## src/rtl/arbitro_rr_param.sv

```systemverilog
// NUM_CH-way class-to-destination FIFO arbiter: strict priority or round-robin grant,
// per-destination almost_full backpressure. Optional grant counters: ARBITRO_GRANT_CNT_EN.
module arbitro_rr_param #(
  parameter int          NUM_CH       = 4,
  parameter int          DATA_W       = 10,
  parameter int          DEST_LSB     = 8,
  parameter int          RR_MODE      = 1,
  parameter logic [3:0]  ACTIVE_STATE = 4'b1000,
  parameter int          CNT_W        = 8
) (
  input  logic                       clk,
  input  logic                       reset,
  input  logic [3:0]                 state,
  input  logic [NUM_CH-1:0]          in_empty,
  input  logic [NUM_CH*DATA_W-1:0]   in_data,
  input  logic [NUM_CH-1:0]          out_almost_full,
  input  logic [NUM_CH-1:0]          out_empty,
  output logic [NUM_CH-1:0]          pop,
  output logic [NUM_CH-1:0]          push,
  output logic [DATA_W-1:0]          out_data,
  output logic [2*NUM_CH-1:0]        empties,
  output logic                       idle
`ifdef ARBITRO_GRANT_CNT_EN
  ,
  output logic [NUM_CH*CNT_W-1:0]    grant_cnt
`endif
);

  localparam int SEL_W = $clog2(NUM_CH);

  if (NUM_CH < 2 || NUM_CH > 16 || (NUM_CH & (NUM_CH - 1)) != 0 ||
      DATA_W < DEST_LSB + SEL_W || CNT_W < 1) begin : g_bad_param
    $error("arbitro_rr_param: unsupported parameter combination");
  end

  logic                  active;
  logic [NUM_CH-1:0]     elig;
  logic [SEL_W-1:0]      rr_ptr_q, rr_ptr_d;
  logic [SEL_W-1:0]      ptr_base;
  logic [SEL_W-1:0]      scan_idx;
  logic [SEL_W-1:0]      grant_idx;
  logic                  grant_vld;
  logic [DATA_W-1:0]     grant_word;
  logic [SEL_W-1:0]      grant_dest;

  logic [NUM_CH-1:0]     push_q, push_d;
  logic [DATA_W-1:0]     out_data_q, out_data_d;
  logic [2*NUM_CH-1:0]   empties_q, empties_d;
  logic                  idle_q, idle_d;

  assign active = (state == ACTIVE_STATE);

  // A channel is blocked only by its own destination, so other channels bypass it.
  for (genvar gi = 0; gi < NUM_CH; gi++) begin : g_elig
    logic [SEL_W-1:0] dest;
    assign dest     = in_data[gi*DATA_W + DEST_LSB +: SEL_W];
    assign elig[gi] = active & ~in_empty[gi] & ~out_almost_full[dest];
  end

  // Strict priority is the round-robin scan with the start point pinned to channel 0.
  assign ptr_base = (RR_MODE != 0) ? rr_ptr_q : '0;

  always_comb begin
    grant_vld = 1'b0;
    grant_idx = '0;
    scan_idx  = '0;
    for (int k = 0; k < NUM_CH; k++) begin
      scan_idx = SEL_W'(k) + ptr_base;
      if (!grant_vld && elig[scan_idx]) begin
        grant_vld = 1'b1;
        grant_idx = scan_idx;
      end
    end
    if (reset) begin
      grant_vld = 1'b0;
    end
  end

  assign grant_word = in_data[grant_idx*DATA_W +: DATA_W];
  assign grant_dest = grant_word[DEST_LSB +: SEL_W];

  always_comb begin
    pop = '0;
    if (grant_vld) begin
      pop[grant_idx] = 1'b1;
    end
  end

  always_comb begin
    push_d     = '0;
    out_data_d = out_data_q;
    rr_ptr_d   = rr_ptr_q;
    if (grant_vld) begin
      push_d[grant_dest] = 1'b1;
      out_data_d         = grant_word;
      rr_ptr_d           = grant_idx + SEL_W'(1);
    end
    empties_d = {out_empty, in_empty};
    idle_d    = (&in_empty) & (&out_empty) & ~(|push_q);
  end

  always_ff @(posedge clk or posedge reset) begin
    if (reset) begin
      push_q     <= '0;
      out_data_q <= '0;
      empties_q  <= '1;
      idle_q     <= 1'b1;
      rr_ptr_q   <= '0;
    end else begin
      push_q     <= push_d;
      out_data_q <= out_data_d;
      empties_q  <= empties_d;
      idle_q     <= idle_d;
      rr_ptr_q   <= rr_ptr_d;
    end
  end

  assign push     = push_q;
  assign out_data = out_data_q;
  assign empties  = empties_q;
  assign idle     = idle_q;

`ifdef ARBITRO_GRANT_CNT_EN
  for (genvar gi = 0; gi < NUM_CH; gi++) begin : g_cnt
    logic [CNT_W-1:0] cnt_q, cnt_d;

    always_comb begin
      cnt_d = cnt_q;
      if (!active) begin
        cnt_d = '0;
      end else if (pop[gi] && cnt_q != '1) begin
        cnt_d = cnt_q + CNT_W'(1);
      end
    end

    always_ff @(posedge clk or posedge reset) begin
      if (reset) begin
        cnt_q <= '0;
      end else begin
        cnt_q <= cnt_d;
      end
    end

    assign grant_cnt[gi*CNT_W +: CNT_W] = cnt_q;
  end
`endif

endmodule
```

## config.mk

```make
export PLATFORM = sky130hd
export DESIGN_NAME = arbitro_rr_param
export DESIGN_NICKNAME = d
export VERILOG_FILES = /design/src/rtl/arbitro_rr_param.sv
export SDC_FILE = /design/constraint.sdc
export NUM_CORES = 1
export LEC_CHECK = 0
export ABC_AREA = 1
export CAP_MARGIN = 20
export CORE_UTILIZATION = 44
export DETAILED_ROUTE_END_ITERATION = 10
export GPL_ROUTABILITY_DRIVEN = 0
export GPL_TIMING_DRIVEN = 0
export PLACE_DENSITY = 0.84
export REMOVE_ABC_BUFFERS = 1
export SETUP_SLACK_MARGIN = 0.15
export SLEW_MARGIN = 0
export SYNTH_ARGS = -nofsm -noshare
export SYNTH_HDL_FRONTEND = slang
export SYNTH_SLANG_ARGS = --single-unit
```

## constraint.sdc

```tcl
create_clock -name clk -period 5.2 [get_ports clk]
set_input_delay 1.3 -clock clk [delete_from_list [all_inputs] [get_ports clk]]
set_output_delay 1.3 -clock clk [all_outputs]
set_load 0.03 [all_outputs]
```

## Word level (Yosys, flattened, before mapping)

Index checks and enable logic that the tools add are counted.

| storage, ports and cells | value |
|---|---|
| output and inout port bits | 27 |
| register bits after elaboration | 25 |

| operators by class | value |
|---|---|
| reductions and logical operators | 11 |
| order comparisons | 12 |
| muxes and demuxes | 31 |
| bitwise logic cells | 19 |
| multiply operators | 1 |
| add/subtract/negate cells | 4 |
| shifts and indexed selects | 1 |
| eq/ne operators | 1 |

Operators by type and width:

| kind | number |
|---|---|
| 40-bit by 7-bit indexed part select with 10-bit output | 1 |
| 2-bit by 3-bit less-than comparator with 1-bit output (second input constant) | 10 |
| 1-bit binary-select mux with 2-bit select | 8 |
| 1-bit 2-to-1 mux | 15 |
| 1-bit AND | 10 |
| 1-bit NOT | 9 |
| 2-bit 2-to-1 mux | 4 |
| 4-bit 2-to-1 mux | 2 |
| 4-bit AND reduction | 2 |
| 1-bit logical AND | 5 |
| 2-bit by 3-bit multiplier with 5-bit output (second input constant) | 1 |
| 2-bit adder (first input constant) | 2 |
| 1-bit demux with 2-bit select | 2 |
| 4-bit equality test (second input constant) | 1 |
| 2-bit by 1-bit >= comparator with 1-bit output (second input constant) | 2 |
| 4-bit OR reduction | 1 |
| 1-bit zero test | 3 |
| 1-bit by 2-bit adder with 2-bit output (first input constant) | 1 |
| 2-bit by 1-bit adder with 2-bit output (second input constant) | 1 |

## Depth between registers and ports, before layout

| logic depth | value |
|---|---|
| word-level depth | 23 |
| depth in mapped cells | 17 |

## Worst setup path after synthesis

OpenSTA, ideal clock, no wires.

| timing path | value |
|---|---|
| path kind | input-to-output |
| start | input port state[3] |
| end | output port pop[3] |
| cell stages on the path | 14 |
| path slack | 0.707 ns |
| arrival | 3.193 ns |
| cells stage by stage | inv_1 nor2_1 nand2_1 nor2_1 nand4_1 nand2_1 nand2_2 nand2_2 nand4_2 nand2_4 nand2_4 buf_8 buf_8 nor3_1 |

| between the ends | value |
|---|---|
| longest elaborated chain between the ends | 20 |
| elaborated cells on any way between the ends | 38 |

RTL lines:

| element | RTL line | source |
|---|---|---|
| start: declaration | 13 | `input logic [3:0] state,` |
| 4-bit equality test * | 51 | `assign active = (state == ACTIVE_STATE);` |
| 1-bit AND (2 in series) | 57 | `assign elig[gi] = active & ~in_empty[gi] & ~out_almost_full[dest];` |
| 1-bit binary-select mux with 2-bit select | 69 | `if (!grant_vld && elig[scan_idx]) begin` |
| 1-bit 2-to-1 mux (implied by the code) | 69 |  |
| 1-bit 2-to-1 mux | 69 |  |
| 1-bit zero test | 69 |  |
| 1-bit logical AND | 69 |  |
| 1-bit 2-to-1 mux | 69 |  |
| [... 3 more ...] | n/a |  |
| 1-bit zero test | 69 |  |
| 1-bit logical AND | 69 |  |
| 2-bit 2-to-1 mux | 69 |  |
| 2-bit by 3-bit less-than comparator with 1-bit output (implied by the code) / 2-bit by 1-bit >= comparator with 1-bit output (equally long branches) | 85 | `pop[grant_idx] = 1'b1;` |
| 1-bit logical AND (implied by the code) | 85 |  |
| 1-bit 2-to-1 mux (implied by the code) | 85 |  |
| 1-bit demux with 2-bit select | 85 |  |
| 4-bit 2-to-1 mux * | 84 | `if (grant_vld) begin` |
| end: declaration | 18 | `output logic [NUM_CH-1:0] pop,` |

Every way passes the cells marked *; elsewhere a longest branch is shown, timed or not. The select of a mux whose other input is x is not followed.

## Final worst setup path

| timing path | value |
|---|---|
| start | input port state[3] |
| end | output port pop[1] |

Same word-level chain as after synthesis.

==> results.json <==
{
  "status": "finished, final reports clean",
  "worstHoldPathType": "reg -> reg",
  "pre_cts_slack_ns": -0.579,
  "finalWirelength_um": 5460,
  "report.final.slew_viol_count": 0,
  "regToRegSetupSlack_ns": 2.87,
  "final_util_pct": 71.4,
  "synth.top_cells.by_area": "dfrtp_1, nand2_1, nand3_1",
  "via_count": 2168,
  "drv_cap": 0,
  "rsz0062_at_grt": "yes",
  "post_dp_cell_area_um2": 2720,
  "diodes": 0,
  "worstPathArrival_ns": 3.61,
  "netlist_area_um2": 1900,
  "worstSetupStartpointType": "input pin",
  "p_seq_share_pct": 23.8,
  "initial_core_util_pct": 46.6,
  "area_delta_synth_final_pct": 53.3,
  "design_area_um2": 2920,
  "grt_overflow": 0,
  "internal-power_uw": 630,
  "end_kind": "output pin",
  "grt_pass1_wl_um": 8070,
  "critPathMaxFanout": 15,
  "yosysTopAreaCellShare_pct": 21.0,
  "timing.final.ws_setup_ns": 0.290,
  "cts_root_buf": "clkbuf_8",
  "pwr-share-clk_pct": 9.0,
  "setup_violations": 0,
  "post-route-min-period_ns": 4.91,
  "ys_ff_latch": 25,
  "die-height_um": 67.8,
  "path_clk_slew_ns": 0.08,
  "mostFrequentLayoutCells": "nand2_1, clkdlybuf4s50_1, nand3_1",
  "worstSetupEndpoint": "pop[1]",
  "fin_crit_sh_pct": 94.4,
  "ys_seq_area_share_pct": 33.5,
  "io_pins": 85,
  "die_w_um": 67.8,
  "globalRouteTotalUtil_pct": 23.1,
  "htreeDepth": 1,
  "r2r_cells": 14,
  "dpl.hpwl_um": 3770,
  "fmax_mhz": 204,
  "route.detailed.drc": 0,
  "nets": 438,
  "routedWlPerCell_um": 12.8,
  "io_buffers": 84,
  "p_leak_nw": 1.47,
  "antenna_found_initial": 0,
  "clock_latency_ns": 0.27,
  "fin_skew_ns": 0.00765,
  "grt_max_degree": 30,
  "maxSlewHeadroom_pct": 34.1,
  "synth_largest_area_cell": "dfrtp_1",
  "yosysUniqueCellTypes": 26,
  "drive_gt1_share_pct": 15.1,
  "core_um2": 4090,
  "power_density_nw_per_um2": 439,
  "grt_pass1_vias": 1873,
  "path_class": "in -> out",
  "peakVddDrop_uv": 228,
  "core.rowCount": 23,
  "cts_buffer_depth": 2,
  "cts_made_buffers": 3,
  "power_switching_share_pct": 50.8,
  "final_common_cell": "nand2_1",
  "crit_start": "state[3]",
  "avgSynthCellArea_um2": 6.63,
  "yosys_warnings": 0,
  "syn_inst": 287,
  "power.net_switching_uw": 650,
  "cts.sinks": 25,
  "regToRegStartpoint": "ptr_base[0]$_DFFE_PP0P_",
  "dieArea_um2": 4590,
  "cts_tree": "done",
  "combPwrFrac_pct": 67.2,
  "ant_nets": 0,
  "drt-initial-drc-count": 96,
  "fillers": 367,
  "hold_violations": 0,
  "vias_per_cell": 5.08,
  "r2r-end": "out_data[8]$_DFFE_PP0P_",
  "first_pass_iters": 4,
  "required_ns": 3.90,
  "worst_slew_pin_slew_ns": 0.988
}
kinds of logic (layout without fill, tap and decap cells):
group	Yosys count	in the layout	share of synthesized area (%)
simple gates	195	196	47.5
fa+ha+maj	2	2	1.31
flops	25	25	33.5
compound gates	9	9	3.48
xor+xnor	1	1	0.855
buf+inv	55	144	13.3
flip-flops by register name (all words and copies together) (netlist names):
register	cells
empties	8
idle	1
out_data	10
ptr_base	2
push	4
per-layer routing:
metal / share of wire, % / up-vias / wire length, µm / global-route usage, %
met2: 51 / 98 / 2760 / 42.7
li1: - / 1092 / - / -
met5: 0 / - / 0 / 0
met1: 41 / 972 / 2230 / 27.1
met3: 7.6 / 6 / 416 / 4.56
met4: 0.93 / 0 / 51 / 4.79
how the worst min path moves through the flow:
stage / from / end / slack, ns / cells past startpoint
final: out_data[0]$_DFFE_PP0P_ / out_data[0]$_DFFE_PP0P_ / 0.49 / 2
after global routing: out_data[6]$_DFFE_PP0P_ / out_data[6]$_DFFE_PP0P_ / 0.51 / 2
after CTS: push[3]$_DFF_PP0_ / idle$_DFF_PP1_ / 0.49 / 2
after detailed placement: out_data[0]$_DFFE_PP0P_ / out_data[0]$_DFFE_PP0P_ / 0.47 / 2
after global placement: out_data[6]$_DFFE_PP0P_ / out_data[6]$_DFFE_PP0P_ / 0.46 / 2
after floorplan: ptr_base[1]$_DFFE_PP0P_ / ptr_base[1]$_DFFE_PP0P_ / 0.63 / 2
stage by stage:
stage | power (mW) | hold WS, ns | setup TNS (ns) | cells
2_1_floorplan | 0.810 | 0.634 | 0 | 277
3_3_place_gp | 1.05 | 0.464 | -1.62 | 411
3_5_place_dp | 1.07 | 0.469 | -1.80 | 411
4_1_cts | 1.24 | 0.488 | 0 | 425
5_1_grt | 1.37 | 0.510 | 0 | 427
6_report | 1.28 | 0.485 | 0 | 427
final cells by class:
class / instances / area [µm²] / share of cell area, %
clock buffer: 3 / 41.3 / 1.42
inverter: 45 / 169 / 5.79
timing repair buffer: 95 / 906 / 31.0
sequential: 25 / 637 / 21.8
tap: 50 / 62.6 / 2.14
multi-input combinational: 208 / 1100 / 37.6
clock inverter: 1 / 5.00 / 0.172
what timing repair did:
item | 4_1_cts | 5_1_grt
resized for setup | 14 | 19
setup endpoints to repair | 4 | 4
setup buffers | 10 | 1
pin swaps | 5 | 4
hold buffers | 0 | 0
cloned | 0 | 1
power groups by stage:
stage | sequential [mW] | clock, mW | combinational, mW
final | 0.304 | 0.115 | 0.860
after floorplan | 0.398 | 0 | 0.412
after CTS | 0.303 | 0.116 | 0.823
after global placement | 0.303 | 0 | 0.750
after global routing | 0.312 | 0.124 | 0.934
after detailed placement | 0.305 | 0 | 0.765
cells in the mapped netlist (all sizes together):
| cell type | count |
|---|---|
| nor3 | 2 |
| nand2 | 105 |
| a21boi | 1 |
| ha | 2 |
| nor2 | 16 |
| nand4 | 12 |
| nand3 | 56 |
| or2 | 3 |
| xnor2 | 1 |
| o21ai | 5 |
| buf | 10 |
| inv | 45 |
| a21oi | 3 |
| or4 | 1 |
| dfrtp | 16 |
| dfstp | 9 |
worst max-delay path, cell delays in order:
cell             delay [ns]
clkdlybuf4s50_1        0.45
inv_1                  0.03
nor2_1                 0.10
nand2_2                0.12
nor2_2                 0.14
nand4_1                0.14
buf_4                  0.17
nand3_2                0.07
nand2_4                0.09
a21oi_2                0.20
nand2_4                0.12
nand2_8                0.15
inv_2                  0.07
ha_1                   0.19
inv_1                  0.05
nor2_1                 0.03
buf_2                  0.17
(Power assumes the default switching activity.)
